==> config.mk <==
export PLATFORM = sky130hd
export DESIGN_NAME = alu_exec_stage
export DESIGN_NICKNAME = d
export VERILOG_FILES = /design/src/rtl/alu_exec_stage.sv
export SDC_FILE = /design/constraint.sdc
export NUM_CORES = 1
export LEC_CHECK = 0
export BUFFER_PORTS_ARGS = -buffer_cell sky130_fd_sc_hd__buf_2
export CORE_MARGIN = 8
export CORE_UTILIZATION = 54
export CTS_CLUSTER_DIAMETER = 80
export DETAILED_ROUTE_END_ITERATION = 8
export PLACE_DENSITY_LB_ADDON = 0.25
export SLEW_MARGIN = 10
export SYNTH_ARGS = -nofsm -noshare
export SYNTH_HDL_FRONTEND = slang
export SYNTH_SLANG_ARGS = --single-unit
==> constraint.sdc <==
create_clock -name clk -period 2.9 [get_ports clk]
set_clock_uncertainty 0.2 [all_clocks]
set_input_delay 0.145 -clock clk [delete_from_list [all_inputs] [get_ports clk]]
set_output_delay 0.145 -clock clk [all_outputs]
set_load 0.01 [all_outputs]
==> src/rtl/alu_exec_stage.sv <==
// Execute-stage sequencer: decodes one instruction, drives the external ALU, writes back R[rd]/flags.
// Latency: accept at E0, ALU operands valid after E1, writeback + done pulse after E2 (1 instr / 3 cycles).
// Backpressure: instr_ready high only in IDLE; optional retired counter under ALU_EXEC_RETIRE_CNT_EN.
module alu_exec_stage #(
    parameter int              DW      = 8,
    parameter logic [DW-1:0]   REG_RST = '0
) (
    input  logic          clk,
    input  logic          reset,
    input  logic          instr_valid,
    output logic          instr_ready,
    input  logic [7:0]    instr,
    output logic [DW-1:0] alu_in1,
    output logic [DW-1:0] alu_in2,
    output logic [2:0]    alu_mode,
    input  logic [DW-1:0] alu_out,
    input  logic          alu_flag_zero,
    input  logic          alu_flag_carry,
    output logic          flag_z,
    output logic          flag_c,
    output logic          done,
    input  logic [1:0]    dbg_sel,
    output logic [DW-1:0] dbg_data,
    output logic [15:0]   retired_cnt
);

    typedef enum logic [1:0] {
        IDLE = 2'd0,
        EXEC = 2'd1,
        WB   = 2'd2
    } state_t;

    typedef struct packed {
        logic [2:0] op;
        logic       imm_sel;
        logic [1:0] rd;
        logic [1:0] rs;
    } instr_t;

    localparam logic [2:0] OP_ADD = 3'd0;
    localparam logic [2:0] OP_SUB = 3'd1;
    localparam logic [2:0] OP_CMP = 3'd2;
    localparam logic [2:0] OP_AND = 3'd3;
    localparam logic [2:0] OP_OR  = 3'd4;
    localparam logic [2:0] OP_XOR = 3'd5;
    localparam logic [2:0] OP_LI  = 3'd6;

    state_t        state, state_nxt;
    instr_t        instr_q;
    logic [DW-1:0] regs [4];

    logic [DW-1:0] imm_ext;
    logic [DW-1:0] src_dat;
    logic          wr_en;
    logic [DW-1:0] wr_dat;
    logic          flag_upd;
    logic          z_nxt;
    logic          c_nxt;

    assign imm_ext     = {{(DW-2){instr_q.rs[1]}}, instr_q.rs};
    assign src_dat     = instr_q.imm_sel ? imm_ext : regs[instr_q.rs];
    assign dbg_data    = regs[dbg_sel];

    always_comb begin
        state_nxt   = state;
        instr_ready = 1'b0;
        case (state)
            IDLE: begin
                instr_ready = 1'b1;
                if (instr_valid) state_nxt = EXEC;
            end
            EXEC:    state_nxt = WB;
            WB:      state_nxt = IDLE;
            default: state_nxt = IDLE;
        endcase
    end

    // Writeback decode; evaluated against the ALU result seen during WB.
    always_comb begin
        wr_en    = 1'b0;
        wr_dat   = alu_out;
        flag_upd = 1'b0;
        z_nxt    = (alu_out == '0);
        c_nxt    = 1'b0;
        case (instr_q.op)
            OP_ADD, OP_SUB: begin
                wr_en    = 1'b1;
                flag_upd = 1'b1;
                c_nxt    = alu_flag_carry;
            end
            OP_CMP: begin
                flag_upd = 1'b1;
                z_nxt    = alu_flag_zero;
                c_nxt    = alu_flag_carry;
            end
            OP_AND, OP_OR, OP_XOR: begin
                wr_en    = 1'b1;
                flag_upd = 1'b1;
            end
            OP_LI: begin
                wr_en  = 1'b1;
                wr_dat = imm_ext;
            end
            default: ;
        endcase
    end

    always_ff @(posedge clk) begin
        if (reset) begin
            state    <= IDLE;
            instr_q  <= '0;
            alu_in1  <= '0;
            alu_in2  <= '0;
            alu_mode <= '0;
            flag_z   <= 1'b0;
            flag_c   <= 1'b0;
            done     <= 1'b0;
            for (int i = 0; i < 4; i++) regs[i] <= REG_RST;
        end else begin
            state <= state_nxt;
            done  <= 1'b0;
            case (state)
                IDLE: if (instr_valid) instr_q <= instr;
                EXEC: begin
                    alu_in1  <= src_dat;
                    alu_in2  <= regs[instr_q.rd];
                    alu_mode <= instr_q.op;
                end
                WB: begin
                    done <= 1'b1;
                    if (wr_en) regs[instr_q.rd] <= wr_dat;
                    if (flag_upd) begin
                        flag_z <= z_nxt;
                        flag_c <= c_nxt;
                    end
                end
                default: ;
            endcase
        end
    end

`ifdef ALU_EXEC_RETIRE_CNT_EN
    // Counts on the retiring edge, so it already includes the instruction whose done is high.
    logic [15:0] cnt_q;
    always_ff @(posedge clk) begin
        if (reset)           cnt_q <= 16'h0000;
        else if (state == WB) cnt_q <= cnt_q + 16'h0001;
    end
    assign retired_cnt = cnt_q;
`else
    assign retired_cnt = 16'h0000;
`endif

endmodule

==> impl_metrics.env, run 1 <==
export IMPL_synthArstFlopShare=0
export IMPL_grt_overflow=0
export IMPL_fin_crit_sh=0.705
export IMPL_viasPerCell=5.52
export IMPL_io_buffers=53
export IMPL_htreeDepth=3
export IMPL_drc=0
export IMPL_worst_setup_path_start_kind="register"
export IMPL_syn_instance_count=287
export IMPL_dp_hpwl_um=5670
export IMPL_utilization=0.643
export IMPL_syn_to_final_growth_pct=15.4
export IMPL_numCtsBuffers=9
export IMPL_antenna_found_initial=0
export IMPL_antenna_cells=0
export IMPL_grtUsageTotal=0.173
export IMPL_ys_types=38
export IMPL_cts_tree="built"
export IMPL_synth_edf_count=32
export IMPL_maxCapViolations=0
export IMPL_vdd_drop_max_mv=0.407
export IMPL_avgSynthCellArea_um2=11.5
export IMPL_vias=2345
export IMPL_grt_pass1_vias=2310
export IMPL_routed_wl_um=7450
export IMPL_fmax_mhz=489
export IMPL_layout_cells_non_filler=425
export IMPL_cp_max_fo=11
export IMPL_crit_type="register to register"
export IMPL_relSlewSlack=0.524
export IMPL_synth_warnings=0
export IMPL_status="complete, but fails checks"
export IMPL_seq_area_frac_synth=0.498
export IMPL_post_route_min_period_ns=2.05
export IMPL_nets=368
export IMPL_clk_root_buffer_cell="clkbuf_8"
export IMPL_insertion_delay_ns=0.34
export IMPL_drive_gt1_frac=0.309
export IMPL_io_pins=70
export IMPL_routabilityCongestion=0.840
export IMPL_die_h_um=94.2
export IMPL_hold_violations=1
export IMPL_numPlacedInstances=399
export IMPL_core_area_um2=5920
export IMPL_pre_cts_ws_ns=0.827
export IMPL_maxSlewViolCount=0
export IMPL_numClockSinks=66
export IMPL_rsz0062_at_grt="no"
export IMPL_initialDrtViolationCount=133
export IMPL_rows=28
export IMPL_clockBufferDepth=2
export IMPL_wl_per_cell_um=17.5
export IMPL_end_kind="register"
export IMPL_cellLeakagePower_nw=1.52
export IMPL_synth_seq_cells=66
export IMPL_drtPass1Iterations=5
export IMPL_grt_max_degree=32
export IMPL_post_cts_buffers=0
export IMPL_setup_viol=0
export IMPL_holdBufCountCts=10
export IMPL_cts_clk_slew_worst_paths_ns=0.07
export IMPL_grt_pass1_wl_um=11800
export IMPL_finalSetupTns_ns=0
export IMPL_critPathRequiredTime_ns=2.74
export IMPL_p_per_area_nw_per_um2=568
export IMPL_drtAntennaViolNets=0
export IMPL_min_path_type="input port to register"
export IMPL_start_util=0.557
export IMPL_syn_area_um2=3300
export IMPL_ys_dominant_reg_cell="dfxtp_1"
export IMPL_post_cts_resized=0
export IMPL_tightest_slew_ns=0.712
export IMPL_die_area_um2=8860
export IMPL_cp_data_arrival_time_ns=1.89
export IMPL_dieWidth_um=94.2
export IMPL_setup_ws_ns=0.854
export IMPL_hold_worst_slack_ns=-0.0108
export IMPL_failed_checks="negative hold slack"
==> through the flow <==
stage | instance area, um^2 | power (mW) | hold WS [ns]
floorplan | 3350 | 1.28 | 0.0438
global placement | 3490 | 1.34 | 0.178
detailed placement | 3490 | 1.34 | 0.193
CTS | 3810 | 2.17 | 0.000175
global route | 3810 | 2.25 | 0.0304
finish | 3810 | 2.16 | -0.0108
==> final cells by class <==
cell class | instances | area, um^2
fillers | 491 | 2110
flip-flops and latches | 66 | 1640
multi-input cells | 198 | 1460
repair buffers | 65 | 380
clock buffers | 15 | 188
well taps | 75 | 93.8
clock inverters | 1 | 30.0
inverters | 5 | 18.8
==> synthesized netlist by cell type (5+ instances only) <==
cell type   n  area (um^2)
nor2_1     53          199
dfxtp_1    34          681
edfxtp_1   32          961
nand2_1    25         93.8
a21oi_1    21          105
buf_4      18          135
mux2_2     16          180
mux4_2     16          360
mux2i_1     9         90.1
a211oi_1    8         60.1
a22oi_1     7         52.6
buf_2       5         25.0
==> report_power, final <==
part	internal, mW	leakage [nW]	switching (mW)
sequential	1.02	0.608	0.0533
combinational	0.125	0.803	0.134
clock	0.498	0.109	0.330
total	1.64	1.52	0.517
==> cells by family (layout without fill, tap and decap cells) <==
| kind of cell | count (synthesis) | after routing | share of synthesized area |
|---|---|---|---|
| flip-flops | 66 | 66 | 0.498 |
| buffers and inverters | 38 | 86 | 0.0781 |
| multiplexers | 41 | 41 | 0.191 |
| XOR/XNOR | 1 | 1 | 0.00835 |
| other | 1 | 16 | 0.00114 |
| AO/OA/AOI/OAI | 48 | 48 | 0.101 |
| AND/OR/NAND/NOR | 92 | 92 | 0.122 |
==> final timing paths <==
kind	slack, ns	to	start	depth (start not counted)
max	0.85	regs[3][7]$_DFFE_PP_	instr_q[2]$_SDFFE_PP0P_	3
min	-0.01	flag_z$_SDFFE_PP0P_	alu_out[7]	4
max reg2reg	0.85	regs[3][7]$_DFFE_PP_	instr_q[2]$_SDFFE_PP0P_	3
min reg2reg	0.25	alu_in2[3]$_SDFFE_PP0N_	alu_in2[3]$_SDFFE_PP0N_	2
==> routing by layer <==
metal	GRT usage	routed length (um)	vias up
met5	0	0	-
met2	0.267	3430	102
met3	0.0432	641	12
li1	-	-	1126
met4	0.0674	147	0
met1	0.227	3230	1105
==> flip-flops by register name, summed over array words and instances (netlist names), named ones only <==
name / count
regs: 32
alu_in1: 8
alu_in2: 8
instr_q: 6
alu_mode: 3
imm_ext: 2
state: 2
done: 1
flag_c: 1
flag_z: 1
==> placed cells by master (no fill, tap or decap) <==
cell type / count
nand3b_1: 1
o2111ai_2: 3
inv_1: 4
and4b_1: 1
a2111o_1: 1
nand2b_1: 2
mux4_2: 16
a222oi_1: 1
o21ba_2: 1
nor2b_1: 2
mux2i_1: 9
bufinv_16: 1
dfxtp_1: 34
o21ai_2: 1
buf_4: 2
clkbuf_1: 3
o21ai_0: 3
clkbuf_16: 1
clkbuf_8: 11
a21oi_1: 21
edfxtp_1: 32
buf_2: 53
mux2_2: 16
dlygate4sd3_1: 10
a22oi_1: 7
o211ai_1: 1
a211oi_1: 8
nor2_1: 53
nor4_1: 2
and2_1: 2
nand2_1: 25
and2b_2: 1
clkinv_1: 1
o41ai_1: 1
nor3b_1: 2
nor3b_4: 1
conb_1: 16
xor2_4: 1
==> critical path, stage by stage, from the launching register on <==
cell     delay (ns)
dfxtp_1        0.74
inv_1          0.21
o41ai_1        0.38
buf_4          0.23
Note: power is estimated with default switching activity, not from simulation.
==> inputs of run 2 (changes only) <==
- CORE_UTILIZATION: 54 -> 49
- clock period: 2.9 -> 1.8 ns (I/O delays scaled with it)
==> run 2 against run 1 <==
  * The run still ends with negative hold slack left
  * Hold slack better by 0.0010 ns
  * Final cell count is 7.1% higher
  * Global-route usage is 1.4 points lower
  * Critical path depth is 1 lower
  * Clock-buffer cell count is 6 lower
  * Flip-flop and latch count stayed put
  * Worst setup slack worse by 0.78 ns
  * Routed wire length is 1.9% lower
  * Non-clock buffer count is 25 higher
  * Combinational power is 92% higher
  * First-iteration DRC count is 13% lower
  * Critical path type is now register to output port
==> impl_metrics.env, run 2 (synthesis gave the netlist of run 1 again) <==
export IMPL_status="complete, but fails checks"
export IMPL_failed_checks="negative hold slack"
export IMPL_start_util=0.496
export IMPL_dieWidth_um=98.0
export IMPL_routabilityCongestion=0.851
export IMPL_fmax_mhz=578
export IMPL_antenna_cells=0
export IMPL_setup_viol=0
export IMPL_crit_family="multiplexers"
export IMPL_die_area_um2=9610
export IMPL_layout_common_cells="nor2_1, buf_2, dfxtp_1, edfxtp_1, nand2_1"
export IMPL_largest_reg_flops=32
export IMPL_rsz0062_at_grt="no"
export IMPL_reg2reg_from="state[0]$_SDFFE_PP0P_"
export IMPL_drtPass1Iterations=4
export IMPL_numCtsBuffers=9
export IMPL_critPathRequiredTime_ns=1.51
export IMPL_whs_path_depth=4
export IMPL_finalInstanceArea_um2=4040
export IMPL_post_dp_cell_area_um2=3670
export IMPL_cts_tree="built"
export IMPL_seqCellArea_um2=1640
export IMPL_finalSetupTns_ns=0
export IMPL_worst_setup_path_start_kind="register"
export IMPL_top_register="regs"
export IMPL_vdd_drop_max_mv=0.348
export IMPL_top_regs="regs x32, alu_in1 x8, alu_in2 x8"
export IMPL_cp_cell_sequence="mux4_2 > buf_2"
export IMPL_grt_pass1_vias=2396
export IMPL_sw_frac_of_total=0.272
export IMPL_regToRegSetupSlack_ns=0.11
export IMPL_min_path_type="input port to register"
export IMPL_tightest_slew_ns=0.508
export IMPL_power_frac_comb=0.151
export IMPL_drc=0
export IMPL_whs_endpoint="flag_z$_SDFFE_PP0P_"
export IMPL_clkPwrFrac=0.331
export IMPL_initialDrtViolationCount=116
export IMPL_power_switching_uw=894
export IMPL_antenna_found_initial=0
export IMPL_clockBufferDepth=2
export IMPL_cts_clk_slew_worst_paths_ns=0.08
export IMPL_syn_to_final_growth_pct=22.5
export IMPL_grt_max_degree=31
export IMPL_p_per_area_nw_per_um2=814
export IMPL_fillerInstances=544
export IMPL_fin_crit_sh=0.961
export IMPL_p_int_mw=2.40
export IMPL_relSlewSlack=0.661
export IMPL_multi_input_area_um2=1490
export IMPL_drt_met1_wl_um=3330
export IMPL_pwr_share_seq=0.517
export IMPL_io_buffers=53
export IMPL_max_stage_delay_ns=0.52
export IMPL_hold_violations=1
export IMPL_vias=2377
export IMPL_end_kind="output port"
export IMPL_numClockSinks=66
export IMPL_maxCapViolations=0
export IMPL_die_h_um=98.0
export IMPL_core_area_um2=6640
export IMPL_drive_gt1_frac=0.368
export IMPL_cp_max_fo=3
export IMPL_viasPerCell=5.22
export IMPL_rows=30
export IMPL_hold_worst_slack_ns=-0.00978
export IMPL_crit_type="register to output port"
export IMPL_wl_per_cell_um=16.1
export IMPL_maxSlewViolCount=0
export IMPL_clk_root_buffer_cell="clkbuf_8"
export IMPL_insertion_delay_ns=0.33
export IMPL_r2r_end="regs[1][0]$_SDFFCE_PN0P_"
export IMPL_wl_met3_um=443
export IMPL_drtAntennaViolNets=0
export IMPL_reg2regPathDepth=4
export IMPL_grtUsageTotal=0.158
export IMPL_routed_wl_um=7310
export IMPL_grt_overflow=0
export IMPL_cp_data_arrival_time_ns=1.44
export IMPL_dr_wl_met2_um=3440
export IMPL_top_layer="met4"
export IMPL_cellLeakagePower_nw=1.64
export IMPL_dp_hpwl_um=5720
export IMPL_post_route_min_period_ns=1.73
export IMPL_worst_path_buf_inv=1
export IMPL_io_pins=70
export IMPL_cp_slowest_cell="mux4_2"
export IMPL_grt_pass1_wl_um=12300
export IMPL_nets=393
export IMPL_min_from="alu_out[1]"
export IMPL_htreeDepth=3
[run 2: worst max-delay path by stage]
stage | start | end | slack (ns) | depth (start not counted)
CTS | instr_q[7]$_SDFFE_PP0P_ | regs[3][5]$_DFFE_PP_ | 0.0008 | 4
finish | regs[3][7]$_DFFE_PP_ | dbg_data[7] | 0.07 | 2
global placement | instr_q[7]$_SDFFE_PP0P_ | regs[3][4]$_DFFE_PP_ | 0.07 | 4
global route | regs[3][7]$_DFFE_PP_ | dbg_data[7] | 0.04 | 2
detailed placement | instr_q[6]$_SDFFE_PP0P_ | regs[2][4]$_SDFFCE_PN0P_ | 0.03 | 3
floorplan | state[1]$_SDFFE_PP0P_ | regs[0][0]$_SDFFCE_PN0P_ | 0.05 | 3
[run 2: area by class of cell]
type | instances | share of cell area
Tap cell | 80 | 0.0248
Multi-Input combinational cell | 198 | 0.368
Sequential cell | 66 | 0.407
Clock buffer | 9 | 0.0307
Timing Repair Buffer | 90 | 0.151
Inverter | 5 | 0.00464
Clock inverter | 7 | 0.0139
[run 2: power groups by stage]
stage / Sequential [mW] / Combinational, mW / Clock (mW)
final: 1.70 / 0.498 / 1.09
after global routing: 1.71 / 0.543 / 1.18
after CTS: 1.70 / 0.496 / 1.12
after detailed placement: 1.73 / 0.467 / 0
after global placement: 1.73 / 0.463 / 0
after floorplan: 1.72 / 0.349 / 0
[run 2: metal layers]
layer | up-vias | GRT usage
li1 | 1175 | -
met1 | 1122 | 0.201
met2 | 71 | 0.249
met3 | 9 | 0.0377
met4 | 0 | 0.0743
met5 | - | 0
[run 2: per-stage QoR]
stage                     std cells  power [mW]   util  setup slack [ns]
after floorplan                 302        2.07      -            0.0540
after global placement          422        2.19  0.553            0.0665
after detailed placement        422        2.20  0.553            0.0318
after CTS                       454        3.31  0.604          0.000841
after global routing            455        3.43  0.608            0.0385
final                           455        3.29  0.608            0.0707
[run 2: timing repair]
item | CTS | global route
buffers inserted | 0 | 1
endpoints found under the setup margin | 0 | 55
endpoints found under the hold margin | 30 | 0
hold buffers | 16 | 0
resized for setup | 0 | 8
[run 2: worst register-to-register path: stages, from the launching register on]
cell,delay [ns]
dfxtp_1,0.38
nor3b_4,0.35
o2111ai_2,0.20
nand2_1,0.15
buf_12,0.13
==> inputs of run 3 (changes only) <==
- CORE_UTILIZATION: 49 -> 25
==> run 3 against run 2 <==
  * The run now ends clean
  * First-iteration DRC count is 35% higher
  * Flip-flop and latch count stayed put
  * Largest cell class unchanged
  * Routed wire length is 18% higher
  * Clock-buffer cell count increased by 1
  * Total power increased by 24%
  * Critical endpoint is now dbg_data[0]
  * Core utilization shrank 28 points
  * Via count fell by 0.76%
  * Clock power grew 70%
  * Maximum frequency decreased by 0.85%
==> impl_metrics.env, run 3 (synthesis gave the netlist of run 1 again) <==
export IMPL_setup_ws_ns=0.0559
export IMPL_routabilityCongestion=0.736
export IMPL_pre_cts_ws_ns=0.0133
export IMPL_layout_common_cells="nor2_1, buf_2, dfxtp_1, edfxtp_1"
export IMPL_rows=42
export IMPL_io_buffers=53
export IMPL_numCtsBuffers=9
export IMPL_post_route_min_period_ns=1.74
export IMPL_io_pins=70
export IMPL_r2r_end="regs[3][4]$_DFFE_PP_"
export IMPL_drc=0
export IMPL_reg2reg_from="instr_q[2]$_SDFFE_PP0P_"
export IMPL_viasPerCell=4.27
export IMPL_nets=394
export IMPL_grt_pass1_wl_um=13600
export IMPL_drtAntennaViolNets=0
export IMPL_grt_max_degree=30
export IMPL_rsz0062_at_grt="no"
export IMPL_top_regs="regs x32, alu_in1 x8, alu_in2 x8"
export IMPL_grt_overflow=0
export IMPL_top_register="regs"
export IMPL_min_from="alu_out[2]"
export IMPL_die_area_um2=17100
export IMPL_vdd_drop_max_mv=0.428
export IMPL_finalSetupTns_ns=0
export IMPL_start_util=0.252
export IMPL_grtUsageTotal=0.105
export IMPL_insertion_delay_ns=0.33
export IMPL_critPathRequiredTime_ns=1.51
export IMPL_routed_wl_um=8620
export IMPL_die_h_um=131
export IMPL_grt_pass1_vias=2447
export IMPL_regToRegSetupSlack_ns=0.09
export IMPL_dp_hpwl_um=6740
export IMPL_drive_gt1_frac=0.378
export IMPL_largest_reg_flops=32
export IMPL_min_path_type="input port to register"
export IMPL_syn_to_final_growth_pct=30.5
export IMPL_whs_endpoint="flag_z$_SDFFE_PP0P_"
export IMPL_cellLeakagePower_nw=1.71
export IMPL_maxSlewViolCount=0
export IMPL_numClockSinks=66
export IMPL_hold_worst_slack_ns=0.0337
export IMPL_hold_violations=0
export IMPL_maxCapViolations=0
export IMPL_vias=2359
export IMPL_cts_tree="built"
export IMPL_core_area_um2=13100
export IMPL_crit_type="register to output port"
export IMPL_p_per_area_nw_per_um2=944
export IMPL_cp_data_arrival_time_ns=1.45
export IMPL_reg2regPathDepth=3
export IMPL_drtPass1Iterations=4
export IMPL_wl_per_cell_um=15.6
export IMPL_worst_setup_path_start_kind="register"
export IMPL_clk_root_buffer_cell="clkbuf_16"
export IMPL_dieWidth_um=131
export IMPL_end_kind="output port"
export IMPL_fin_crit_sh=0.969
export IMPL_whs_path_depth=4
export IMPL_antenna_cells=0
export IMPL_fmax_mhz=573
export IMPL_setup_viol=0
export IMPL_initialDrtViolationCount=157
export IMPL_antenna_found_initial=0
export IMPL_cp_max_fo=3
export IMPL_htreeDepth=3
export IMPL_status="completed"
export IMPL_clockBufferDepth=2
export IMPL_cts_clk_slew_worst_paths_ns=0.06
run 3: changes by cell type in the layout (fill, tap and decap cells not counted), moves of 2 or more:
cell,delta
clkinvlp_4,+2
a21oi_1,-2
bufinv_16,+2
clkbuf_16,+9
clkbuf_8,-9
a21oi_2,+2
buf_4,+4
clkinv_4,-4
run 3: stage by stage:
step	instances	utilization	power (mW)	area, um^2
after detailed placement	520	0.291	2.22	3800
after global routing	552	0.329	4.23	4310
after global placement	520	0.291	2.22	3800
final	552	0.329	4.06	4310
after floorplan	302	-	2.07	3370
after CTS	550	0.326	4.11	4260
run 3: repair_timing:
item                                    in CTS  in global routing
hold buffers                                14                  1
gates resized for setup                      0                  9
endpoints found under the setup margin       0                 53
hold endpoints to repair                    23                  1
buffers inserted                             0                  1
run 3: routing by layer:
layer	track usage	routed length [um]
met1	0.140	4150
met2	0.157	3880
met3	0.0321	496
met4	0.0405	92
met5	0	0
run 3: how the worst max path moves through the flow:
stage | startpoint | to | slack [ns] | depth (start not counted)
6_report | regs[2][0]$_SDFFCE_PN0P_ | dbg_data[0] | 0.06 | 2
5_1_grt | instr_q[7]$_SDFFE_PP0P_ | regs[3][4]$_DFFE_PP_ | 0.03 | 4
4_1_cts | instr_q[7]$_SDFFE_PP0P_ | regs[3][4]$_DFFE_PP_ | 0.001 | 4
3_5_place_dp | instr_q[5]$_SDFFE_PP0P_ | regs[0][0]$_SDFFCE_PN0P_ | 0.01 | 3
3_3_place_gp | instr_q[7]$_SDFFE_PP0P_ | regs[0][4]$_SDFFCE_PN0P_ | 0.07 | 3
2_1_floorplan | state[1]$_SDFFE_PP0P_ | regs[0][0]$_SDFFCE_PN0P_ | 0.05 | 3
run 3: layout make-up:
cell class / count / area (um^2)
Clock buffer: 10 / 229
Sequential cell: 66 / 1640
Timing Repair Buffer: 91 / 601
Tap cell: 176 / 220
Inverter: 5 / 18.8
Multi-Input combinational cell: 198 / 1500
Fill cell: 1350 / 8780
Clock inverter: 6 / 91.3
run 3: worst max-delay path, stage by stage, from the launching register on:
cell and delay [ns]:
edfxtp_1 0.44, mux4_2 0.52, buf_2 0.16
run 3: power breakdown:
group          internal (mW)  switching, mW  leakage [nW]
sequential              1.65         0.0610         0.609
clock                   1.21          0.637         0.145
combinational          0.244          0.262         0.952
